## src/rtl/prog_updown_counter.sv

```systemverilog
// prog_updown_counter: up/down counter over 0..limit with load, prescaled enable,
// wrap-or-saturate bounds, registered terminal-count pulse and pin output enable.
module prog_updown_counter #(
  parameter int WIDTH    = 8,
  parameter bit SATURATE = 1'b0
) (
  input  logic             clk,
  input  logic             rst_n,
  input  logic             en,
  input  logic             load,
  input  logic [WIDTH-1:0] load_val,
  input  logic             up_dn,
  input  logic [WIDTH-1:0] limit,
  input  logic [3:0]       prescale,
  input  logic             oe,
  output logic [WIDTH-1:0] count_out,
  output logic [WIDTH-1:0] count_oe,
  output logic             tc,
  output logic             at_bound
);
  logic [WIDTH-1:0] count_q, count_d, bound_val;
  logic [3:0]       pre_q, pre_d;
  logic             tc_q, tc_d, tick;
  assign at_bound  = up_dn ? (count_q >= limit) : (count_q == '0);
  assign tick      = en && (pre_q >= prescale);
  // value taken when a tick hits the bound; saturating up also clamps out-of-range counts
  assign bound_val = (up_dn ^ SATURATE) ? '0 : limit;
  assign count_out = oe ? count_q : '0;
  assign count_oe  = oe ? '1 : '0;
  assign tc        = tc_q;
  always_comb begin
    count_d = count_q;
    pre_d   = pre_q;
    tc_d    = 1'b0;
    if (load) begin
      count_d = load_val;
      pre_d   = '0;
    end else if (tick) begin
      pre_d   = '0;
      tc_d    = at_bound;
      count_d = at_bound ? bound_val : (up_dn ? count_q + WIDTH'(1) : count_q - WIDTH'(1));
    end else if (en) begin
      pre_d   = pre_q + 4'd1;
    end
  end
  always_ff @(posedge clk or negedge rst_n) begin
    if (!rst_n) begin
      count_q <= '0;
      pre_q   <= '0;
      tc_q    <= 1'b0;
    end else begin
      count_q <= count_d;
      pre_q   <= pre_d;
      tc_q    <= tc_d;
    end
  end
endmodule

```

## config.mk

```make
export PLATFORM = sky130hd
export DESIGN_NAME = prog_updown_counter
export DESIGN_NICKNAME = d
export VERILOG_FILES = /design/src/rtl/prog_updown_counter.sv
export SDC_FILE = /design/constraint.sdc
export NUM_CORES = 1
export LEC_CHECK = 0
export ABC_AREA = 1
export BUFFER_PORTS_ARGS = -buffer_cell sky130_fd_sc_hd__buf_4
export CORE_ASPECT_RATIO = 1.1
export CORE_MARGIN = 2
export CORE_UTILIZATION = 55
export DETAILED_ROUTE_END_ITERATION = 7
export HOLD_SLACK_MARGIN = 0.1
export PLACE_DENSITY = 0.92
export SETUP_SLACK_MARGIN = 0.02
export SYNTH_ARGS = -nofsm -noshare
export SYNTH_HDL_FRONTEND = slang
export SYNTH_SLANG_ARGS = --single-unit
export TNS_END_PERCENT = 1
```

## constraint.sdc

```tcl
create_clock -name clk -period 2.25 [get_ports clk]
set_input_delay 0.225 -clock clk [delete_from_list [all_inputs] [get_ports clk]]
set_output_delay 0.225 -clock clk [all_outputs]
set_load 0.05 [all_outputs]
```

# After elaboration in Yosys (flattened, before gate mapping)
# Cells that the tools add are included.
# word_totals
out_inout_bits	18
input_bits	26
register_bits	13
wordCells	25
# op_classes
muxes	13
n_reduce_logical	4
n_addsub	3
order_cmp	2
# op_table
op	count
two-way mux 8 bit	7
two-way mux 4 bit	3
adder 8 x 1 -> 8 bit (second input constant)	1
>= comparator 8 bit	1
zero test 8 bit	1
subtractor 8 x 1 -> 8 bit (second input constant)	1
adder 4 x 1 -> 4 bit (second input constant)	1
>= comparator 4 bit	1
two-way mux 1 bit	3
nonzero test 3 bit	1
nonzero test 2 bit	1
logical AND 1 bit	1

# Longest topological paths before layout
# Gate-level depths: netlist (run 1).
# logic_depth
depth_word	5
mapped_depth	15
ltp_nobuf	15

# Worst setup path before layout (run 1)
# OpenSTA, ideal clock, no wires.
# synth_timing
path_kind	flip-flop to output port
startpoint	register count_q[0]
endpoint	output at_bound
arrival_time_ns	1.513
path_stages_with_launch	13
required_time_ns	2.025
slack_ns	0.512
path_cell_list	dfrtp_1 > inv_1 > ha_1 > inv_1 > nand2_1 > nand2_1 > nand2_1 > nand2_1 > nand2_1 > nand2_1 > nand2_1 > nand2_2 > inv_1
# synth_via
elab_chain_len	2
word_cells_on_any_way	3
classes_between	order compare (1); mux (1); reduce/logical (1)
# synth_rtl
element	line	rtl
start: declaration	21	logic [WIDTH-1:0] count_q, count_d, bound_val;
start signal: assignment	52	count_q <= count_d;
>= comparator 8 bit or zero test 8 bit (tied branches)	24	assign at_bound = up_dn ? (count_q >= limit) : (count_q == '0);
two-way mux 1 bit *	24	
end: declaration	19	output logic at_bound
# Every way passes the cells marked *; elsewhere a longest branch is shown, timed or not.

# Worst setup path in the final report (run 1)
# layout_timing
startpoint	register count_q[5]
endpoint	output at_bound
# The elaborated chain is that of the path after synthesis.

==> results of run 1 <==
-- layout make-up --
class                      instances  share of cell area [%]
timing repair buffer              45                    18.9
inverter                          33                    6.87
clock inverter                     1                   0.277
multi-input combinational        171                    52.6
sequential                        13                    18.0
tap                               31                    2.15
clock buffer                       3                    1.25
-- stage by stage --
stage / utilization (%) / instances
floorplan: - / 229
global placement: 69.5 / 292
detailed placement: 69.5 / 292
CTS: 70.9 / 297
global route: 70.9 / 297
finish: 70.9 / 297
-- worst max-delay path, delay by kind of cell (launching register included) --
| kind | cells | cell delay (ns) |
|---|---|---|
| AO/OA/AOI/OAI | 1 | 0.13 |
| AND/OR/NAND/NOR | 4 | 0.39 |
| flip-flops | 1 | 0.44 |
| adder cells (fa/ha/maj) | 1 | 0.32 |
| buffers and inverters | 2 | 0.26 |
-- routing by layer --
layer,vias to the layer above,GRT usage (%),share of wire [%]
li1,786,-,-
met1,654,30.6,41
met2,55,43.4,50
met3,6,5.84,7.2
met4,0,4.03,1.1
met5,-,0,0
-- final timing paths --
check / to / slack [ns]
max: at_bound / 0.20
min: tc / 0.17
max reg2reg: count_q[4] / 0.40
min reg2reg: pre_q[1] / 0.56
max in group asynchronous: count_q[4] / 1.77
min in group asynchronous: pre_q[2] / 0.33
-- flip-flops by register name, indices dropped and copies added, names as in the netlist --
signal	cells
count_q	8
pre_q	4
tc	1
-- cell families (layout without fill, tap and decap cells) --
group / count (synthesis) / in the layout / synth area share [%]
and+or+nand+nor: 131 / 131 / 36.9
adders and majority gates: 20 / 20 / 17.4
xor gates and xnor gates: 6 / 6 / 3.54
buffers and inverters: 45 / 82 / 14.2
AOI/OAI and AO/OA: 14 / 14 / 6.07
DFF: 13 / 13 / 21.9
-- synthesized netlist by cell type, drive strengths merged --
| cell type | n | area (um2) |
|---|---|---|
| nand4 | 2 | 12.5 |
| nand2 | 73 | 277 |
| inv | 33 | 124 |
| dfrtp | 13 | 325 |
| xor2 | 6 | 52.6 |
| o21ai | 2 | 10.0 |
| nand3 | 25 | 130 |
| nand3b | 1 | 7.51 |
| o21a | 1 | 7.51 |
| clkbuf | 1 | 3.75 |
| ha | 19 | 238 |
| nor2 | 29 | 116 |
| buf | 11 | 83.8 |
| o21bai | 1 | 7.51 |
| a21oi | 10 | 65.1 |
| fa | 1 | 20.0 |
| nor3 | 1 | 5.00 |
-- power groups by stage --
stage | registers (W) | clock network [W] | logic [W]
after global routing | 0.000371 | 0.000164 | 0.000910
final | 0.000363 | 0.000147 | 0.000798
after detailed placement | 0.000366 | 0 | 0.000790
after CTS | 0.000362 | 0.000150 | 0.000798
after global placement | 0.000364 | 0 | 0.000766
after floorplan | 0.000348 | 0 | 0.000604
-- repair_timing --
item | in CTS | in global routing
hold endpoints to repair | 13 | 0
endpoints found under the setup margin | 0 | 0
hold buffers | 1 | 0
-- placed cells by master (no fill, tap or decap) --
cell type / n
fa_1: 1
xor2_1: 6
a21oi_2: 1
clkbuf_4: 3
nand2_1: 72
clkinv_2: 1
inv_1: 32
a21oi_1: 8
nand2_2: 1
ha_1: 19
nand3_2: 1
nor3_1: 1
a21oi_4: 1
dfrtp_1: 13
o21bai_1: 1
nand4_1: 2
inv_2: 1
nor2_1: 28
o21a_1: 1
o21ai_0: 2
nor2_4: 1
buf_4: 44
nand3b_1: 1
dlygate4sd3_1: 1
nand3_1: 24
==> results.sh, run 1 <==
export IMPL_status="complete, no violations"
export IMPL_power_frac_comb_pct=61.0
export IMPL_path_cells="ha_1 > a21oi_1 > nor2_1 > nor2_1 > nand2_1 > nand2_2 > inv_1 > buf_4"
export IMPL_die_area_mm2=0.00313
export IMPL_skew_ns=0.00251
export IMPL_dieWidth_um=53.5
export IMPL_synthesis_nets=275
export IMPL_synth_seq_area_share_pct=21.9
export IMPL_fmax_mhz=487
export IMPL_setup_viol=0
export IMPL_min_from="load"
export IMPL_leakage_nw=1.11
export IMPL_cts_repair_resized=0
export IMPL_route_detailed_drc=0
export IMPL_drtPass1Iterations=5
export IMPL_grt_max_degree=20
export IMPL_worstPathArrival_ns=1.83
export IMPL_multiInputGateArea_um2=948
export IMPL_synth_avg_cell_area_um2=6.49
export IMPL_whs_ns=0.171
export IMPL_portBuffers=43
export IMPL_hpwl_um=2710
export IMPL_routed_wl_um=3400
export IMPL_fin_nets=313
export IMPL_r2r_start="pre_q[1]"
export IMPL_clkLatencyLatePin_ns=0.28
export IMPL_drive_gt1_share_pct=20.3
export IMPL_clkPwrFrac_pct=11.2
export IMPL_placed_area_mm2=0.00177
export IMPL_cts_buffers=3
export IMPL_maxCapViolCount=0
export IMPL_end_kind="output pin"
export IMPL_setup_tns_final_ns=0
export IMPL_grt_pass1_vias=1408
export IMPL_critical_path_class="reg -> out"
export IMPL_cts_sinks=13
export IMPL_clkTransAtPathRegs_ns=0.08
export IMPL_syn_instance_count=229
export IMPL_crit_required_ns=2.03
export IMPL_root_buffer="clkbuf_4"
export IMPL_hp_class="in -> reg"
export IMPL_cts_htree_levels=1
export IMPL_fin_crit_ns=2.05
export IMPL_p_int_w=0.000659
export IMPL_p_seq_share_pct=27.8
export IMPL_fin_crit_sh_pct=91.3
export IMPL_ir_drop_v=0.000778
export IMPL_tightestPinTransition_ns=0.520
export IMPL_chipHeight_um=58.5
export IMPL_routed_via_density=5.05
export IMPL_antenna_left=0
export IMPL_powerDensity_mw_per_mm2=725
export IMPL_yosysWarningCount=0
export IMPL_cts_tree="yes"
export IMPL_p_switching_w=0.000649
export IMPL_reg2reg_depth=9
export IMPL_max_slew_margin_rel_pct=65.3
export IMPL_cp_common_cell="nor2_1"
export IMPL_slew_violations=0
export IMPL_num_antenna_cells=0
export IMPL_grt_pass1_wl_um=5870
export IMPL_sw_frac_of_total_pct=49.6
export IMPL_initial_core_util_pct=58.4
export IMPL_cp_slowest_cell="dfrtp_1"
export IMPL_syn_cell_area_mm2=0.00149
export IMPL_drt_iter0_drc=29
export IMPL_placement_rows=19
export IMPL_routedWlPerCell_um=11.4
export IMPL_power_total_w=0.00131
export IMPL_cts_setup_buffers=0
export IMPL_path_max_fanout=10
export IMPL_critPathLaunchType="flop"
export IMPL_fillerInstances=234
export IMPL_ys_seq_elements=13
export IMPL_vias=1501
export IMPL_ys_types=25
export IMPL_grt_ovfl_total=0
export IMPL_gp_congestion=0.895
export IMPL_setup_ws_ns=0.197
export IMPL_grt_use_total_pct=24.6
export IMPL_slowest_delay_ns=0.44
export IMPL_final_cell_area_mm2=0.00180
export IMPL_syn_to_final_growth_pct=21.5
export IMPL_antenna_found_initial=0
export IMPL_final_hold_viol_count=0
export IMPL_cp_startpoint="count_q[5]"
export IMPL_rsz0062_at_grt="no"
export IMPL_fp_coreArea_mm2=0.00254
export IMPL_cts_buffer_depth=2
export IMPL_place_ws_ns=0.306
export IMPL_ios=44
export IMPL_ff_latch_area_um2=325
export IMPL_hold_path_depth=2
Note: power is estimated with default switching activity, not from simulation.
==> run 2: changes to the inputs <==
--- a/config.mk
+++ b/config.mk
@@ -5,14 +5,14 @@
 export SDC_FILE = /design/constraint.sdc
 export NUM_CORES = 1
 export LEC_CHECK = 0
-export ABC_AREA = 1
+export ABC_AREA = 0
 export BUFFER_PORTS_ARGS = -buffer_cell sky130_fd_sc_hd__buf_4
 export CORE_ASPECT_RATIO = 1.1
 export CORE_MARGIN = 2
 export CORE_UTILIZATION = 55
 export DETAILED_ROUTE_END_ITERATION = 7
 export HOLD_SLACK_MARGIN = 0.1
-export PLACE_DENSITY = 0.92
+export PLACE_DENSITY = 0.93
 export SETUP_SLACK_MARGIN = 0.02
 export SYNTH_ARGS = -nofsm -noshare
 export SYNTH_HDL_FRONTEND = slang
==> results.sh, run 2 <==
export IMPL_status="complete, no violations"
export IMPL_synth_seq_area_share_pct=22.6
export IMPL_dp_cells=228
export IMPL_synth_avg_cell_area_um2=8.72
export IMPL_slowest_delay_ns=0.44
export IMPL_final_cell_mix="45 x buf_4, 19 x nor3_1, 17 x inv_1, 17 x ha_1"
export IMPL_die_area_mm2=0.00304
export IMPL_cp_slowest_cell="dfrtp_1"
export IMPL_reg2reg_to="count_q[7]"
export IMPL_ys_seq_elements=13
export IMPL_grt_use_total_pct=26.1
export IMPL_min_to="count_q[0]"
export IMPL_synth_edf_count=0
export IMPL_fin_crit_ns=2.14
export IMPL_regMostFlops="count_q"
export IMPL_synthesis_nets=211
export IMPL_cts_sinks=13
export IMPL_p_seq_share_pct=31.2
export IMPL_path_buf_inv=2
export IMPL_yosysWarningCount=0
export IMPL_p_switching_w=0.000369
export IMPL_grt_pass1_vias=1346
export IMPL_hp_class="in -> reg"
export IMPL_ys_top_cells_by_count="19 x ha_1, 19 x nor3_1, 17 x inv_1, 13 x dfrtp_1, 13 x nor2_1"
export IMPL_ios=44
export IMPL_syn_instance_count=165
export IMPL_max_slew_margin_rel_pct=45.8
export IMPL_root_buffer="clkbuf_4"
export IMPL_reg2reg_depth=7
export IMPL_clkPwrFrac_pct=16.3
export IMPL_layout_commonest_cell="buf_4"
export IMPL_slew_violations=0
export IMPL_grt_pass1_wl_um=5920
export IMPL_placement_rows=19
export IMPL_power_total_w=0.000899
export IMPL_drtPass1Iterations=4
export IMPL_rsz0062_at_grt="yes"
export IMPL_fillerInstances=180
export IMPL_clkLatencyLatePin_ns=0.28
export IMPL_p_int_w=0.000529
export IMPL_critical_path_class="reg -> out"
export IMPL_synth_top_cells_by_area="dfrtp_1 23%, ha_1 17%, nor3_1 6.6%, inv_1 4.4%, a221oi_1 4.3%"
export IMPL_synth_async_sr_flop_share_pct=100
export IMPL_powerDensity_mw_per_mm2=496
export IMPL_fin_crit_sh_pct=95.2
export IMPL_path_cells="ha_1 > nand4_1 > o21ai_0 > or3_4 > o2bb2ai_4 > inv_1 > buf_6"
export IMPL_grt_ovfl_total=0
export IMPL_vias=1383
export IMPL_crit_required_ns=2.03
export IMPL_num_antenna_cells=0
export IMPL_largest_register_ffs=8
export IMPL_portBuffers=43
export IMPL_final_hold_viol_count=0
export IMPL_skew_ns=0.00833
export IMPL_sw_frac_of_total_pct=41.1
export IMPL_synth_flop_cell="dfrtp_1"
export IMPL_power_frac_comb_pct=52.5
export IMPL_hold_path_depth=3
export IMPL_final_cells=235
export IMPL_ir_drop_v=0.000401
export IMPL_tightestPinTransition_ns=0.809
export IMPL_cts_htree_levels=1
export IMPL_drive_gt1_share_pct=29.9
export IMPL_antenna_found_initial=0
export IMPL_whs_ns=0.201
export IMPL_placed_area_mm2=0.00173
export IMPL_end_kind="output pin"
export IMPL_dieWidth_um=52.8
export IMPL_path_max_fanout=5
export IMPL_setup_viol=0
export IMPL_syn_to_final_growth_pct=25.9
export IMPL_leakage_nw=0.864
export IMPL_ys_types=33
export IMPL_fmax_mhz=467
export IMPL_synth_top_cell_area_share_pct=22.6
export IMPL_worstPathArrival_ns=1.92
export IMPL_drt_iter0_drc=32
export IMPL_cts_buffer_depth=2
export IMPL_grt_max_degree=22
export IMPL_routed_via_density=5.89
export IMPL_yosysTopAreaCell="dfrtp_1"
export IMPL_chipHeight_um=57.6
export IMPL_syn_cell_area_mm2=0.00144
export IMPL_hpwl_um=2850
export IMPL_cts_tree="yes"
export IMPL_route_detailed_drc=0
export IMPL_crit_family="flip-flops"
export IMPL_fin_nets=251
export IMPL_routed_wl_um=3540
export IMPL_antenna_left=0
export IMPL_ff_latch_area_um2=325
export IMPL_routedWlPerCell_um=15.1
export IMPL_reg2reg_slack_ns=0.14
export IMPL_r2r_start="pre_q[0]"
export IMPL_clkTransAtPathRegs_ns=0.08
export IMPL_final_cell_area_mm2=0.00181
export IMPL_multiInputGateArea_um2=995
export IMPL_gp_congestion=0.870
export IMPL_critPathLaunchType="flop"
export IMPL_min_from="load_val[0]"
export IMPL_initial_core_util_pct=57.6
export IMPL_fp_coreArea_mm2=0.00250
export IMPL_maxCapViolCount=0
export IMPL_cts_buffers=3
[run 2: cell types whose count changed after synthesis, sizes merged, moves of 3 or more]
cell / change
nand2: -67
nor2b: +8
nor2: -16
inv: -15
xnor2: +5
a21oi: -3
and2: +8
buf: -3
a221oi: +7
nor3: +19
clkbuf: +3
nand3: -23
[run 2: cells by family (layout without fill, tap and decap cells)]
| family | Yosys count | after routing | synth area share [%] |
|---|---|---|---|
| and+or+nand+nor | 66 | 66 | 25.2 |
| AOI/OAI and AO/OA | 27 | 27 | 18.8 |
| adders and majority gates | 20 | 20 | 17.9 |
| buffers and inverters | 30 | 69 | 10.0 |
| DFF | 13 | 13 | 22.6 |
| xor gates and xnor gates | 9 | 9 | 5.48 |
[run 2: layout make-up]
class                           count  area share, %
Multi-Input combinational cell    122           54.9
Timing Repair Buffer               47           19.8
Sequential cell                    13           18.0
Tap cell                           31           2.14
Inverter                           18           3.73
Clock buffer                        4           1.45
[run 2: worst max-delay path by stage]
stage                     slack, ns    endpoint       start  depth (start not counted)
after floorplan                0.24    at_bound  count_q[0]                          7
after global placement         0.19    at_bound  count_q[6]                          7
after detailed placement       0.11  count_q[7]  count_q[6]                          7
after CTS                      0.07    at_bound  count_q[0]                          8
after global routing          -0.02    pre_q[1]    pre_q[0]                          8
final                          0.11    at_bound  count_q[5]                          7
[run 2: power by group through the flow]
stage | clock, W | sequential [W] | combinational (W)
floorplan | 0 | 0.000277 | 0.000334
global placement | 0 | 0.000282 | 0.000433
detailed placement | 0 | 0.000284 | 0.000451
CTS | 0.000152 | 0.000278 | 0.000466
global route | 0.000162 | 0.000283 | 0.000509
finish | 0.000147 | 0.000280 | 0.000472
[run 2: stage by stage]
| step | TNS [ns] | utilization [%] | setup slack [ns] |
|---|---|---|---|
| 6_report | 0 | 72.6 | 0.107 |
| 5_1_grt | -0.0168 | 72.6 | -0.0168 |
| 4_1_cts | 0 | 71.9 | 0.0689 |
| 3_5_place_dp | 0 | 69.4 | 0.114 |
| 3_3_place_gp | 0 | 69.4 | 0.194 |
| 2_1_floorplan | 0 | - | 0.244 |
[run 2: timing repair]
| action | 4_1_cts | 5_1_grt |
|---|---|---|
| gates resized for setup | 1 | 2 |
| pin swaps | 1 | 1 |
| setup buffers | 2 | 0 |
| hold endpoints to repair | 13 | 0 |
| hold buffers | 1 | 0 |
| setup endpoints to repair | 1 | 4 |
[run 2: layer usage]
layer  wire, um  up-vias  share of wire (%)  global-route usage (%)
li1           -      657                  -                       -
met1       1390      650                 39                    31.9
met2       1830       65                 52                    45.5
met3        246       11                7.0                    4.12
met4         74        0                2.1                    9.89
met5          0        -                  0                       0
[run 2: worst register-to-register path: stages, from the launching register on]
cell	delay, ns
dfrtp_1	0.44
inv_1	0.07
ha_1	0.26
nand2b_4	0.14
a2111oi_4	0.37
or3_1	0.36
a221oi_1	0.12
nor3_1	0.27
